==> src/rtl/control_pkg.sv <==
// rtl/control_pkg.sv - shared opcodes, state encoding and IR field positions for the control sequencer

package control_pkg;

    localparam int OPC_MSB = 31;
    localparam int OPC_LSB = 27;
    localparam int RA_MSB  = 26;
    localparam int RA_LSB  = 23;
    localparam int RB_MSB  = 22;
    localparam int RB_LSB  = 19;
    localparam int OPC_W   = OPC_MSB - OPC_LSB + 1;

    localparam logic [OPC_W-1:0] OP_LD   = 5'b00000;
    localparam logic [OPC_W-1:0] OP_LDI  = 5'b00001;
    localparam logic [OPC_W-1:0] OP_ST   = 5'b00010;
    localparam logic [OPC_W-1:0] OP_ADDI = 5'b01100;
    localparam logic [OPC_W-1:0] OP_NOP  = 5'b11010;
    localparam logic [OPC_W-1:0] OP_HALT = 5'b11011;

    typedef enum logic [3:0] {
        ST_RESET,
        ST_T0,
        ST_T1,
        ST_T2,
        ST_T3,
        ST_T4,
        ST_T5,
        ST_T6,
        ST_T7,
        ST_HALTED
    } state_e;

    typedef struct packed {
        logic ld;
        logic ldi;
        logic st;
        logic addi;
        logic nop;
        logic halt;
        logic bad;
    } op_class_t;

    typedef struct packed {
        logic pc_out;
        logic pc_in;
        logic inc_pc;
        logic mar_in;
        logic mdr_in;
        logic mdr_out;
        logic mdmux_read;
        logic ir_in;
        logic y_in;
        logic zlow_in;
        logic zlow_out;
        logic cse_out;
        logic add;
        logic gra;
        logic grb;
        logic r_in;
        logic r_out;
        logic ba_out;
        logic ram_read;
        logic ram_write;
    } strobes_t;

endpackage

==> src/rtl/control_sequencer_if.sv <==
// rtl/control_sequencer_if.sv - sequencer to datapath control bundle

interface control_sequencer_if #(
    parameter int IR_W = 32
);
    logic [IR_W-1:0] ir;
    logic            stop;
    logic            run;
    logic            illegal;
    logic            dp_clear;
    logic            PCout, PCin, IncPC, MARin, MDRin, MDRout, MDMuxread, IRin;
    logic            Yin, Zlowin, Zlowout, CSEout, ADD;
    logic            Gra, Grb, Rin, Rout, BAout, RAMread, RAMwrite;

    modport master (
        input  ir, stop,
        output run, illegal, dp_clear,
        output PCout, PCin, IncPC, MARin, MDRin, MDRout, MDMuxread, IRin,
        output Yin, Zlowin, Zlowout, CSEout, ADD,
        output Gra, Grb, Rin, Rout, BAout, RAMread, RAMwrite
    );

    modport slave (
        output ir, stop,
        input  run, illegal, dp_clear,
        input  PCout, PCin, IncPC, MARin, MDRin, MDRout, MDMuxread, IRin,
        input  Yin, Zlowin, Zlowout, CSEout, ADD,
        input  Gra, Grb, Rin, Rout, BAout, RAMread, RAMwrite
    );
endinterface

==> src/rtl/control_sequencer_op_decode.sv <==
// rtl/control_sequencer_op_decode.sv - opcode to one-hot instruction class

module op_decode
    import control_pkg::*;
(
    input  logic [OPC_W-1:0] opcode,
    output op_class_t        cls
);

    always_comb begin
        cls = '0;
        case (opcode)
            OP_LD:   cls.ld   = 1'b1;
            OP_LDI:  cls.ldi  = 1'b1;
            OP_ST:   cls.st   = 1'b1;
            OP_ADDI: cls.addi = 1'b1;
            OP_NOP:  cls.nop  = 1'b1;
            OP_HALT: cls.halt = 1'b1;
            default: cls.bad  = 1'b1;
        endcase
    end

endmodule

==> src/rtl/control_sequencer.sv <==
// rtl/control_sequencer.sv - hardwired fetch/execute control unit driving the datapath strobes

module control_sequencer
    import control_pkg::*;
#(
    parameter int IR_W         = 32,
    parameter int CLEAR_CYCLES = 2
) (
    input  logic               clock,
    input  logic               clear,
    control_sequencer_if.master bus
);

    localparam logic [3:0] CNT_LAST = 4'(CLEAR_CYCLES - 1);

    state_e     state_q, state_d;
    logic [3:0] clr_cnt_q, clr_cnt_d;
    op_class_t  cls_q, cls_d;
    op_class_t  dec;
    strobes_t   stb;
    logic       run_o, illegal_o, dp_clear_o;
    logic [IR_W-1:0] ir_w;

    assign ir_w = bus.ir;

    op_decode u_op_decode (
        .opcode (ir_w[OPC_MSB:OPC_LSB]),
        .cls    (dec)
    );

    // Only the opcode field steers sequencing; operand fields go straight to the datapath.
    wire unused_bits = &{1'b0, ir_w, dec.nop, cls_q.ldi, cls_q.addi,
                         cls_q.nop, cls_q.halt, cls_q.bad};

    always_ff @(posedge clock or negedge clear) begin
        if (!clear) begin
            state_q   <= ST_RESET;
            clr_cnt_q <= '0;
            cls_q     <= '0;
        end else begin
            state_q   <= state_d;
            clr_cnt_q <= clr_cnt_d;
            cls_q     <= cls_d;
        end
    end

    always_comb begin
        state_e end_step;
        end_step  = bus.stop ? ST_HALTED : ST_T0;
        state_d   = state_q;
        clr_cnt_d = clr_cnt_q;
        cls_d     = cls_q;
        case (state_q)
            ST_RESET: begin
                if (clr_cnt_q == CNT_LAST) state_d = ST_T0;
                else                       clr_cnt_d = clr_cnt_q + 4'd1;
            end
            ST_T0: state_d = ST_T1;
            ST_T1: state_d = ST_T2;
            ST_T2: state_d = ST_T3;
            ST_T3: begin
                cls_d = dec;
                if (dec.halt)                                 state_d = ST_HALTED;
                else if (dec.ld | dec.ldi | dec.st | dec.addi) state_d = ST_T4;
                else                                          state_d = end_step;
            end
            ST_T4: state_d = ST_T5;
            ST_T5: state_d = (cls_q.ld | cls_q.st) ? ST_T6 : end_step;
            ST_T6: state_d = cls_q.ld ? ST_T7 : end_step;
            ST_T7: state_d = end_step;
            ST_HALTED: state_d = ST_HALTED;
            default: state_d = ST_RESET;
        endcase
    end

    // T3 reads the live IR; later execute steps use the class captured at the end of T3.
    always_comb begin
        stb        = '0;
        run_o      = 1'b0;
        illegal_o  = 1'b0;
        dp_clear_o = 1'b0;
        case (state_q)
            ST_RESET: dp_clear_o = 1'b1;
            ST_T0: begin
                run_o = 1'b1;
                stb.pc_out = 1'b1; stb.mar_in = 1'b1; stb.inc_pc = 1'b1; stb.zlow_in = 1'b1;
            end
            ST_T1: begin
                run_o = 1'b1;
                stb.zlow_out = 1'b1; stb.pc_in = 1'b1; stb.mdmux_read = 1'b1;
                stb.ram_read = 1'b1; stb.mdr_in = 1'b1;
            end
            ST_T2: begin
                run_o = 1'b1;
                stb.mdr_out = 1'b1; stb.ir_in = 1'b1;
            end
            ST_T3: begin
                run_o = 1'b1;
                if (dec.ld | dec.ldi | dec.st) begin
                    stb.grb = 1'b1; stb.ba_out = 1'b1; stb.y_in = 1'b1;
                end else if (dec.addi) begin
                    stb.grb = 1'b1; stb.r_out = 1'b1; stb.y_in = 1'b1;
                end else if (dec.bad) begin
                    illegal_o = 1'b1;
                end
            end
            ST_T4: begin
                run_o = 1'b1;
                stb.cse_out = 1'b1; stb.add = 1'b1; stb.zlow_in = 1'b1;
            end
            ST_T5: begin
                run_o = 1'b1;
                stb.zlow_out = 1'b1;
                if (cls_q.ld | cls_q.st) stb.mar_in = 1'b1;
                else begin
                    stb.gra = 1'b1; stb.r_in = 1'b1;
                end
            end
            ST_T6: begin
                run_o = 1'b1;
                if (cls_q.ld) begin
                    stb.mdmux_read = 1'b1; stb.ram_read = 1'b1; stb.mdr_in = 1'b1;
                end else begin
                    stb.gra = 1'b1; stb.r_out = 1'b1; stb.ram_write = 1'b1;
                end
            end
            ST_T7: begin
                run_o = 1'b1;
                stb.mdr_out = 1'b1; stb.gra = 1'b1; stb.r_in = 1'b1;
            end
            default: ;
        endcase
    end

    assign bus.run       = run_o;
    assign bus.illegal   = illegal_o;
    assign bus.dp_clear  = dp_clear_o;
    assign bus.PCout     = stb.pc_out;
    assign bus.PCin      = stb.pc_in;
    assign bus.IncPC     = stb.inc_pc;
    assign bus.MARin     = stb.mar_in;
    assign bus.MDRin     = stb.mdr_in;
    assign bus.MDRout    = stb.mdr_out;
    assign bus.MDMuxread = stb.mdmux_read;
    assign bus.IRin      = stb.ir_in;
    assign bus.Yin       = stb.y_in;
    assign bus.Zlowin    = stb.zlow_in;
    assign bus.Zlowout   = stb.zlow_out;
    assign bus.CSEout    = stb.cse_out;
    assign bus.ADD       = stb.add;
    assign bus.Gra       = stb.gra;
    assign bus.Grb       = stb.grb;
    assign bus.Rin       = stb.r_in;
    assign bus.Rout      = stb.r_out;
    assign bus.BAout     = stb.ba_out;
    assign bus.RAMread   = stb.ram_read;
    assign bus.RAMwrite  = stb.ram_write;

endmodule
==> src/flat_wrapper.sv <==
// flat-port wrapper written by rule: the top's interface ports become plain ports
module control_sequencer_flat import control_pkg::*;
#(
    parameter int IR_W         = 32,
    parameter int CLEAR_CYCLES = 2
)
  (clock, clear, bus_ir, bus_stop, bus_run, bus_illegal, bus_dp_clear, bus_PCout, bus_PCin, bus_IncPC, bus_MARin, bus_MDRin, bus_MDRout, bus_MDMuxread, bus_IRin, bus_Yin, bus_Zlowin, bus_Zlowout, bus_CSEout, bus_ADD, bus_Gra, bus_Grb, bus_Rin, bus_Rout, bus_BAout, bus_RAMread, bus_RAMwrite);
  control_sequencer_if #(.IR_W(IR_W)) bus_i ();
  input  logic clock;
  input  logic clear;
  input wire logic [$bits(bus_i.ir)-1:0] bus_ir;
  input wire logic [$bits(bus_i.stop)-1:0] bus_stop;
  output wire logic [$bits(bus_i.run)-1:0] bus_run;
  output wire logic [$bits(bus_i.illegal)-1:0] bus_illegal;
  output wire logic [$bits(bus_i.dp_clear)-1:0] bus_dp_clear;
  output wire logic [$bits(bus_i.PCout)-1:0] bus_PCout;
  output wire logic [$bits(bus_i.PCin)-1:0] bus_PCin;
  output wire logic [$bits(bus_i.IncPC)-1:0] bus_IncPC;
  output wire logic [$bits(bus_i.MARin)-1:0] bus_MARin;
  output wire logic [$bits(bus_i.MDRin)-1:0] bus_MDRin;
  output wire logic [$bits(bus_i.MDRout)-1:0] bus_MDRout;
  output wire logic [$bits(bus_i.MDMuxread)-1:0] bus_MDMuxread;
  output wire logic [$bits(bus_i.IRin)-1:0] bus_IRin;
  output wire logic [$bits(bus_i.Yin)-1:0] bus_Yin;
  output wire logic [$bits(bus_i.Zlowin)-1:0] bus_Zlowin;
  output wire logic [$bits(bus_i.Zlowout)-1:0] bus_Zlowout;
  output wire logic [$bits(bus_i.CSEout)-1:0] bus_CSEout;
  output wire logic [$bits(bus_i.ADD)-1:0] bus_ADD;
  output wire logic [$bits(bus_i.Gra)-1:0] bus_Gra;
  output wire logic [$bits(bus_i.Grb)-1:0] bus_Grb;
  output wire logic [$bits(bus_i.Rin)-1:0] bus_Rin;
  output wire logic [$bits(bus_i.Rout)-1:0] bus_Rout;
  output wire logic [$bits(bus_i.BAout)-1:0] bus_BAout;
  output wire logic [$bits(bus_i.RAMread)-1:0] bus_RAMread;
  output wire logic [$bits(bus_i.RAMwrite)-1:0] bus_RAMwrite;
  assign bus_i.ir = bus_ir;
  assign bus_i.stop = bus_stop;
  assign bus_run = bus_i.run;
  assign bus_illegal = bus_i.illegal;
  assign bus_dp_clear = bus_i.dp_clear;
  assign bus_PCout = bus_i.PCout;
  assign bus_PCin = bus_i.PCin;
  assign bus_IncPC = bus_i.IncPC;
  assign bus_MARin = bus_i.MARin;
  assign bus_MDRin = bus_i.MDRin;
  assign bus_MDRout = bus_i.MDRout;
  assign bus_MDMuxread = bus_i.MDMuxread;
  assign bus_IRin = bus_i.IRin;
  assign bus_Yin = bus_i.Yin;
  assign bus_Zlowin = bus_i.Zlowin;
  assign bus_Zlowout = bus_i.Zlowout;
  assign bus_CSEout = bus_i.CSEout;
  assign bus_ADD = bus_i.ADD;
  assign bus_Gra = bus_i.Gra;
  assign bus_Grb = bus_i.Grb;
  assign bus_Rin = bus_i.Rin;
  assign bus_Rout = bus_i.Rout;
  assign bus_BAout = bus_i.BAout;
  assign bus_RAMread = bus_i.RAMread;
  assign bus_RAMwrite = bus_i.RAMwrite;
  control_sequencer #(.IR_W(IR_W), .CLEAR_CYCLES(CLEAR_CYCLES)) u_core (.clock(clock), .clear(clear), .bus(bus_i));
endmodule
==> config.mk <==
export PLATFORM = sky130hd
export DESIGN_NAME = control_sequencer_flat
export DESIGN_NICKNAME = d
export VERILOG_FILES = /design/src/rtl/control_pkg.sv /design/src/rtl/control_sequencer_if.sv /design/src/rtl/control_sequencer_op_decode.sv /design/src/rtl/control_sequencer.sv /design/src/flat_wrapper.sv
export SDC_FILE = /design/constraint.sdc
export NUM_CORES = 1
export LEC_CHECK = 0
export BUFFER_PORTS_ARGS = -buffer_cell sky130_fd_sc_hd__buf_2
export CAP_MARGIN = 10
export CORE_MARGIN = 2
export CORE_UTILIZATION = 43
export CTS_BUF_LIST = sky130_fd_sc_hd__clkbuf_4 sky130_fd_sc_hd__clkbuf_8 sky130_fd_sc_hd__clkbuf_16
export DETAILED_ROUTE_END_ITERATION = 8
export PLACE_DENSITY = 0.89
export SLEW_MARGIN = 15
export SYNTH_ARGS = -nofsm -noshare
export SYNTH_HDL_FRONTEND = slang
export SYNTH_SLANG_ARGS = --single-unit
==> constraint.sdc <==
create_clock -name clock -period 5.65 [get_ports clock]
set_input_delay 1.13 -clock clock [delete_from_list [all_inputs] [get_ports clock]]
set_output_delay 1.13 -clock clock [all_outputs]
set_load 0.02 [all_outputs]
# Word-level counts from Yosys, hierarchy flattened
# Index checks and enable logic that the tools add are counted.
# totals
output_inout_bits,23
register_bits,10
# classes
addsub,1
n_bitwise,5
muxes,41
n_reduce_logical,8
n_eq_ne,16
# op_table
op,n
$pmux 4 s10,1
$mux 1,28
$mux 4,6
$eq 4x3->1 const B,4
$eq 5x5->1 const B,2
$eq 4x1->1 const B,2
$eq 4x2->1 const B,2
$eq 4x4->1 const B,2
$pmux 1 s2,4
$reduce_or 8->1,1
$reduce_or 2->1,3
$reduce_or 6->1,1
$eq 5x1->1 const B,1
$eq 5x2->1 const B,1
$eq 5x4->1 const B,1
$logic_not 5->1,1
$add 4x1->4 const B,1
$logic_not 4->1,1
$or 1x1->1,4
$pmux 1 s3,1
$mux 2,1
$ne 2x1->1 const B,1
$reduce_and 2->1,1
$not 1->1,1

# Depth between registers and ports, before layout
# Gate-level depths: netlist (run 1).
# logic_depth
word_depth,8
mapped_depth,6
depth_no_buf,6

# Hierarchy
# Synthesis (run 1) repeated with hierarchy kept, for this count alone.
# unflattened
cells_unflattened,109
area_unflattened_um2,874.6
# by_module_without_submodules
mod,n_inst,area_each_um2,seq_area_each_um2,cells_each
control_sequencer,1,775.7,250.2,96
op_decode,1,98.8,0.0,13

# Worst setup path before layout (run 1)
# OpenSTA, ideal clock, no wires.
# synth_timing
path_type,input-to-output
from,input port bus_ir[27]
to,output port bus_Yin
n_path_buf,1
arrival_time_ps,2345
required_ps,4520
setup_slack_ps,2175
stages,3
cell_sequence,a211o_1 > a211oi_1 > buf_4
# synth_via
elab_chain_len,6
# synth_rtl
item,line,rtl
"start, declared",flat_wrapper.sv:11,input wire logic [$bits(bus_i.ir)-1:0] bus_ir;
$eq 5x1->1 or $logic_not 5->1 (tied branches),control_sequencer_op_decode.sv:12,case (opcode)
$mux 1,control_sequencer_op_decode.sv:12,
$or 1x1->1 (2 in a row),control_sequencer.sv:99,if (dec.ld | dec.ldi | dec.st) begin
$mux 1 (*) (2 in a row),n/a,
"end, declared",flat_wrapper.sv:24,output wire logic [$bits(bus_i.Yin)-1:0] bus_Yin;
# Every way passes the cells marked *; elsewhere a longest branch is shown, timed or not.

# Final worst setup path (run 1)
# layout_timing
from,register u_core.state_q[2]
to,output port bus_Rout
# layout_via
elab_chain_len,2
# layout_rtl
item,line,rtl
"start, declared",control_sequencer.sv:16,"state_e state_q, state_d;"
"start signal, assigned",control_sequencer.sv:41,state_q <= state_d;
$eq 4x3->1,control_sequencer.sv:82,case (state_q)
$pmux 1 s2 (*),control_sequencer.sv:82,
"end, declared",flat_wrapper.sv:32,output wire logic [$bits(bus_i.Rout)-1:0] bus_Rout;
# Marks and branches as above.

==> results of run 1 <==
## cells in the mapped netlist
cell type | count | share of area (%)
or4_4 | 1 | 1.4
clkbuf_1 | 3 | 1.4
nor3b_1 | 2 | 1.9
a211oi_1 | 1 | 0.95
buf_2 | 1 | 0.63
a21boi_0 | 1 | 0.95
and4b_1 | 1 | 1.3
nand2_1 | 8 | 3.8
o31a_1 | 1 | 1.1
nor2_1 | 6 | 2.8
a21oi_1 | 8 | 5.0
nor4_1 | 2 | 1.6
o21bai_1 | 3 | 2.8
nor3_1 | 6 | 3.8
or3_1 | 2 | 1.6
xnor2_1 | 2 | 2.2
dfrtp_1 | 10 | 32
buf_6 | 1 | 1.4
o22ai_1 | 1 | 0.79
nand2b_1 | 2 | 1.6
nand3b_1 | 1 | 0.95
and3b_1 | 1 | 1.1
xor2_1 | 2 | 2.2
o31ai_2 | 1 | 1.6
nand2b_4 | 1 | 1.7
o21ai_0 | 7 | 4.4
a211o_1 | 1 | 1.1
ha_1 | 2 | 3.2
a21o_1 | 1 | 0.95
buf_4 | 5 | 4.7
nand4_1 | 1 | 0.79
o32ai_1 | 1 | 1.1
inv_1 | 5 | 2.4
and2b_1 | 1 | 0.95
or2_2 | 2 | 1.6
nand4bb_1 | 1 | 1.4
nand3_1 | 2 | 1.3
## where the power goes
group,leakage [uW],total [uW],internal [uW],switching (uW)
clock,0.0000210,66.8,39.2,27.6
combinational,0.000328,288,107,182
sequential,0.000129,137,88.0,49.3
total,0.000477,492,234,258
## sequential cells by signal, indices dropped and copies added, names as in the netlist
signal            cells
u_core.cls_q          2
u_core.state_q        4
u_core.clr_cnt_q      4
## area by class of cell
type                       instances  area [sq um]
inverter                           5          18.8
sequential                        10           250
clock buffer                       4          36.3
timing repair buffer              30           150
fill                             178           781
tap                               25          31.3
multi-input combinational         72           459
## through the flow
stage / worst slack, ps / cell area [sq um] / hold WS [ps] / power [uW]
after floorplan: 2180 / 793 / 447 / 362
after global placement: 2360 / 910 / 462 / 417
after detailed placement: 2330 / 910 / 485 / 426
after CTS: 2240 / 946 / 501 / 494
after global routing: 2090 / 946 / 523 / 528
final: 2240 / 946 / 492 / 492
## worst min path at each step
stage                   startpoint             endpoint  slack, ps  depth (start not counted)
2_1_floorplan  u_core.clr_cnt_q[3]  u_core.clr_cnt_q[3]        450                          1
3_3_place_gp   u_core.clr_cnt_q[3]  u_core.clr_cnt_q[3]        460                          1
3_5_place_dp   u_core.clr_cnt_q[3]  u_core.clr_cnt_q[3]        490                          1
4_1_cts        u_core.clr_cnt_q[3]  u_core.clr_cnt_q[3]        500                          1
5_1_grt        u_core.clr_cnt_q[3]  u_core.clr_cnt_q[3]        520                          1
6_report       u_core.clr_cnt_q[3]  u_core.clr_cnt_q[3]        490                          1
## layer usage
layer | share of wire (%) | global-route usage [%] | wire [um]
met5 | 0 | 0 | 0
met4 | 2.2 | 11.7 | 40
met3 | 6.9 | 3.85 | 122
met2 | 48 | 30.4 | 846
met1 | 43 | 22.3 | 770
## kinds of logic after synthesis
logic type	after synthesis	share of synthesized area [%]
fa+ha+maj	2	3.15
xor+xnor	4	4.42
compound gates	26	20.8
flops	10	31.5
buf+inv	15	10.6
simple gates	40	29.5
## worst max-delay path: cells and delay by family, from the launching register on
kind | cells | cell delay, ps
DFF | 1 | 670
and+or+nand+nor | 3 | 1000
AOI/OAI and AO/OA | 1 | 150
buffers and inverters | 1 | 190
==> flow_summary.toml, run 1 <==
[floorplanning]
fp.dieW_um = 47.0
dieArea_sq_um = 2200
start_util_pct = 45.9
die_height_um = 47.0
num_rows = 15
coreArea_sq_um = 1730
ioPinCount = 58

[grt]
grt_max_degree = 17
grt-ovfl-total = 0
grt_pass1_vias = 657
grt_use_total_pct = 18.6
grt_first_pass_wirelength_mm = 2.80
antenna_found_initial = 0

[finish]
fin_util_pct = 54.8
final_cells = 146
final_cell_mix = "buf_2 (30), dfrtp_1 (10), nand2_1 (8), a21oi_1 (8), o21ai_0 (7)"
areaGrowthSynthToFinish_pct = 19.2
nets = 159
final_common_cell = "buf_2"
drive_gt1_share_pct = 32.2
diodes = 0

[worst_setup_path]
critPathCapture = "bus_Rout"
critPathLaunchType = "flop"
timing.rr.start = "u_core.state_q[2]"
crit_path_end_kind = "output port"
critPathMaxStageDelay_ps = 670
criticalPathCategory = "flop to output port"
reg2regPathDepth = 4
arrival_ps = 2280
cp_slowest_cell = "dfrtp_1"
worstPathCellList = "nand2b_4, or3_1, or4_4, o21ai_0, buf_2"
required_ps = 4520
path_max_fanout = 16
startpoint = "u_core.state_q[2]"
worstReg2RegEnd = "u_core.cls_q[6]"
regToRegSetupSlack_ps = 3700

[sta]
skew_ps = 2.53
tightest_slew_ps = 544
finalSetupTns_ps = 0
period_needed_ps = 3410
hold_violations = 0
slew_headroom_pct = 63.4
maxSlewViolCount = 0
fin_crit_sh_pct = 60.4
setup_violations = 0
max_freq_ghz = 0.293
rsz0062_at_grt = "false"

[place]
gp_congestion = 0.829
hpwlAfterDp_mm = 1.34
dpl.cell_count = 142
numPortBuffers = 30

[cts]
cts-root-buf = "clkbuf_4"
clockBufferDepth = 2
clock-sinks = 10
clk_pin_slew_ps = 70
cts_tree = "done"
post_cts_buffers = 0
htreeDepth = 1
clk_latency_ps = 280
cts_inserted_buffers = 3
holdBufCountCts = 0
cts_resized = 0

[power]
cellPowerDensity_nw_per_um2 = 520
ir_worst_vdd_v = 0.000191
p_leak_uw = 0.000477

[drt]
routedWlPerCell_um = 12.2
drc = 0
vias_per_cell = 5.20
drtIter0Drc = 9
drt_first_pass_iters = 4
antenna_left = 0
wl_mm = 1.78
vias = 759

[logic_synthesis]
synthCells = 97
seq_area_frac_synth_pct = 31.5
netlist_area_sq_um = 793
synth_fp_nets = 134
ys_ff_latch = 10
ys_warn_count = 0
synth_cell_types = 37
avgSynthCellArea_sq_um = 8.18

[run_status]
status = "complete, no violations"

[worst_hold_path]
hold_path.class = "flop to flop"

[flow_run]
maxCapViolCount = 0
Power figures use the tool's default switching activity.
==> run 2: changes to the inputs <==
ABC_AREA = 1   (was default)
CORE_UTILIZATION = 36   (was 43)
PLACE_DENSITY = 0.8   (was 0.89)
clock period = 3.09 ns   (was 5.65 ns; I/O delays follow)
==> run 2 against run 1 <==
Core utilization fell by 9.9 points. Design area up 3.0%. Setup slack lost 1300 ps. Final cell count up 17%. First-iteration DRC count is 100% higher. Global-route usage fell by 3.8 points. Count of clock-buffer cells in the layout fell by 1. Synthesized cell count increased by 19%. Via count rose by 8.4%. Sequential share of layout area decreased by 0.78 points. Largest power group unchanged.
==> flow_summary.toml, run 2 <==
[cts]
clk_latency_ps = 260
cts-root-buf = "clkbuf_4"
cts_resized = 0
holdBufCountCts = 0
htreeDepth = 1
cts_tree = "done"
post_cts_buffers = 0
clk_pin_slew_ps = 60
clock-sinks = 10
cts_inserted_buffers = 3
clockBufferDepth = 2

[logic_synthesis]
synthCells = 115
synth_cell_types = 24
synth-async-reset-ratio_pct = 100
yosysTopAreaCell = "dfrtp_1"
seq_area_frac_synth_pct = 31.1
ys_top_cells_by_area = "dfrtp_1 (31%), nand2_1 (11%), nor2_1 (7.5%)"
synth_most_common_cell = "nand2_1"
ys_ff_latch = 10
ys.flop_type = "dfrtp_1"
synth_common_cells = "nand2_1 (24), nor2_1 (16), inv_1 (13)"
synth-edff-count = 0
avgSynthCellArea_sq_um = 7.00
yosys.area.top_type_share_pct = 31.1
ys_warn_count = 0
netlist_area_sq_um = 805
synth_fp_nets = 152

[finish]
areaGrowthSynthToFinish_pct = 21.2
diodes = 0
final_cell_mix = "buf_2 (30), nand2_1 (24), nor2_1 (16)"
reg_top3 = "u_core.clr_cnt_q (4), u_core.state_q (4), u_core.cls_q (2)"
drive_gt1_share_pct = 35.7
nFillCells = 229
final_common_cell = "buf_2"
nets = 182
finalInstanceArea_sq_um = 975
fin_util_pct = 44.9

[worst_setup_path]
cp.depth = 6
criticalPathCategory = "flop to output port"
critPathMaxStageDelay_ps = 450
crit_buf_inv = 3
startpoint = "u_core.state_q[3]"
critPathCapture = "bus_Rout"
reg2regPathDepth = 8
path_max_fanout = 7
required_ps = 2470
crit_path_end_kind = "output port"
cp_top_family = "flip-flops"
arrival_ps = 1550
worstPathCellList = "inv_4, nand2_4, nor2_4, inv_1, o21ai_0, buf_2"
worstReg2RegEnd = "u_core.clr_cnt_q[2]"
critPathLaunchType = "flop"
cp_slowest_cell = "dfrtp_1"
timing.rr.start = "u_core.state_q[3]"
regToRegSetupSlack_ps = 1900

[power]
power.share.clock_pct = 8.9
seqPwrFrac_pct = 24.4
swShare_pct = 54.8
switchingPower_uw = 540
combinationalPowerShare_pct = 66.6
ir_worst_vdd_v = 0.000379
p_leak_uw = 0.000556
p_int_uw = 446
cellPowerDensity_nw_per_um2 = 1010

[grt]
grt_pass1_vias = 697
antenna_found_initial = 0
grt_use_total_pct = 14.8
grt-ovfl-total = 0
grt_first_pass_wirelength_mm = 2.89
grt_max_degree = 11

[run_status]
status = "complete, no violations"

[floorplanning]
die_height_um = 51.3
num_rows = 17
start_util_pct = 37.1
dieArea_sq_um = 2630
ioPinCount = 58
fp.dieW_um = 51.3
coreArea_sq_um = 2170

[place]
gp_congestion = 0.771
numPortBuffers = 30
place_area_sq_um = 952
hpwlAfterDp_mm = 1.42

[drt]
routedWlPerCell_um = 10.3
drc = 0
vias_per_cell = 4.81
vias = 823
drtIter0Drc = 18
drt_first_pass_iters = 4
wl_mm = 1.76
antenna_left = 0

[sta]
setup_violations = 0
finalSetupTns_ps = 0
slew_headroom_pct = 84.1
fin_crit_sh_pct = 70.2
max_freq_ghz = 0.461
rsz0062_at_grt = "false"
tightest_slew_ps = 237
skew_ps = 1.63
period_needed_ps = 2170
hold_violations = 0
maxSlewViolCount = 0

[flow_run]
maxCapViolCount = 0

[worst_hold_path]
hold_path.class = "input pin to asynchronous set/reset pin"
run 2: cell count changes in the layout (fill, tap and decap cells not counted), sizes merged, moves of 5 or more:
cell   before  now
nand2       8   30
inv         5   19
nor2        6   20
nand3       2   10
a21oi       8    2
nor3        6    1
run 2: logic make-up after synthesis:
kind of cell	after synthesis	synth area share (%)
simple gates	63	39.3
fa+ha+maj	2	3.11
xor+xnor	2	2.18
flops	10	31.1
buf+inv	25	14.9
compound gates	13	9.33
run 2: power groups by stage:
stage / registers (uW) / clock network, uW / logic, uW
floorplan: 232 / 0 / 527
global placement: 240 / 0 / 649
finish: 241 / 88.3 / 657
CTS: 240 / 92.0 / 664
global route: 246 / 101 / 727
detailed placement: 243 / 0 / 662
run 2: layer usage:
metal  vias to the layer above  wire length (um)  global-route usage [%]
li1                        413                 -                       -
met1                       375               785                    18.2
met2                        31               822                    23.6
met3                         4               105                    2.63
met4                         0                45                    9.65
met5                         -                 0                       0
run 2: worst min-delay path by stage:
stage,startpoint,end,slack (ps),cells past startpoint
6_report,clear,u_core.clr_cnt_q[2],200,1
5_1_grt,clear,u_core.clr_cnt_q[2],200,1
3_5_place_dp,clear,u_core.clr_cnt_q[2],490,1
3_3_place_gp,clear,u_core.clr_cnt_q[2],480,1
4_1_cts,clear,u_core.clr_cnt_q[2],200,1
2_1_floorplan,clear,u_core.clr_cnt_q[0],320,0
run 2: worst register-to-register path, cell delays in order, from the launching register on:
cell and delay, ps:
dfrtp_1 450, inv_4 120, nand2_4 80, nor2_4 150, nand2_4 80, clkinv_4 70
nand2_2 50, nand2_1 50, nand2_1 40
run 2: stage by stage:
step / hold WS, ps / cells / total power [uW] / setup slack [ps]
after floorplan: 322 / 115 / 759 / 912
after global placement: 484 / 168 / 889 / 1030
after detailed placement: 488 / 168 / 904 / 982
after CTS: 198 / 171 / 997 / 921
after global routing: 197 / 171 / 1070 / 772
final: 203 / 171 / 987 / 920
run 2: layout make-up:
| type | count | area [sq um] | share of cell area (%) |
|---|---|---|---|
| Inverter | 20 | 82.6 | 8.47 |
| Timing Repair Buffer | 30 | 150 | 15.4 |
| Multi-Input combinational cell | 80 | 434 | 44.5 |
| Sequential cell | 10 | 250 | 25.7 |
| Tap cell | 28 | 35.0 | 3.59 |
| Clock buffer | 3 | 22.5 | 2.31 |
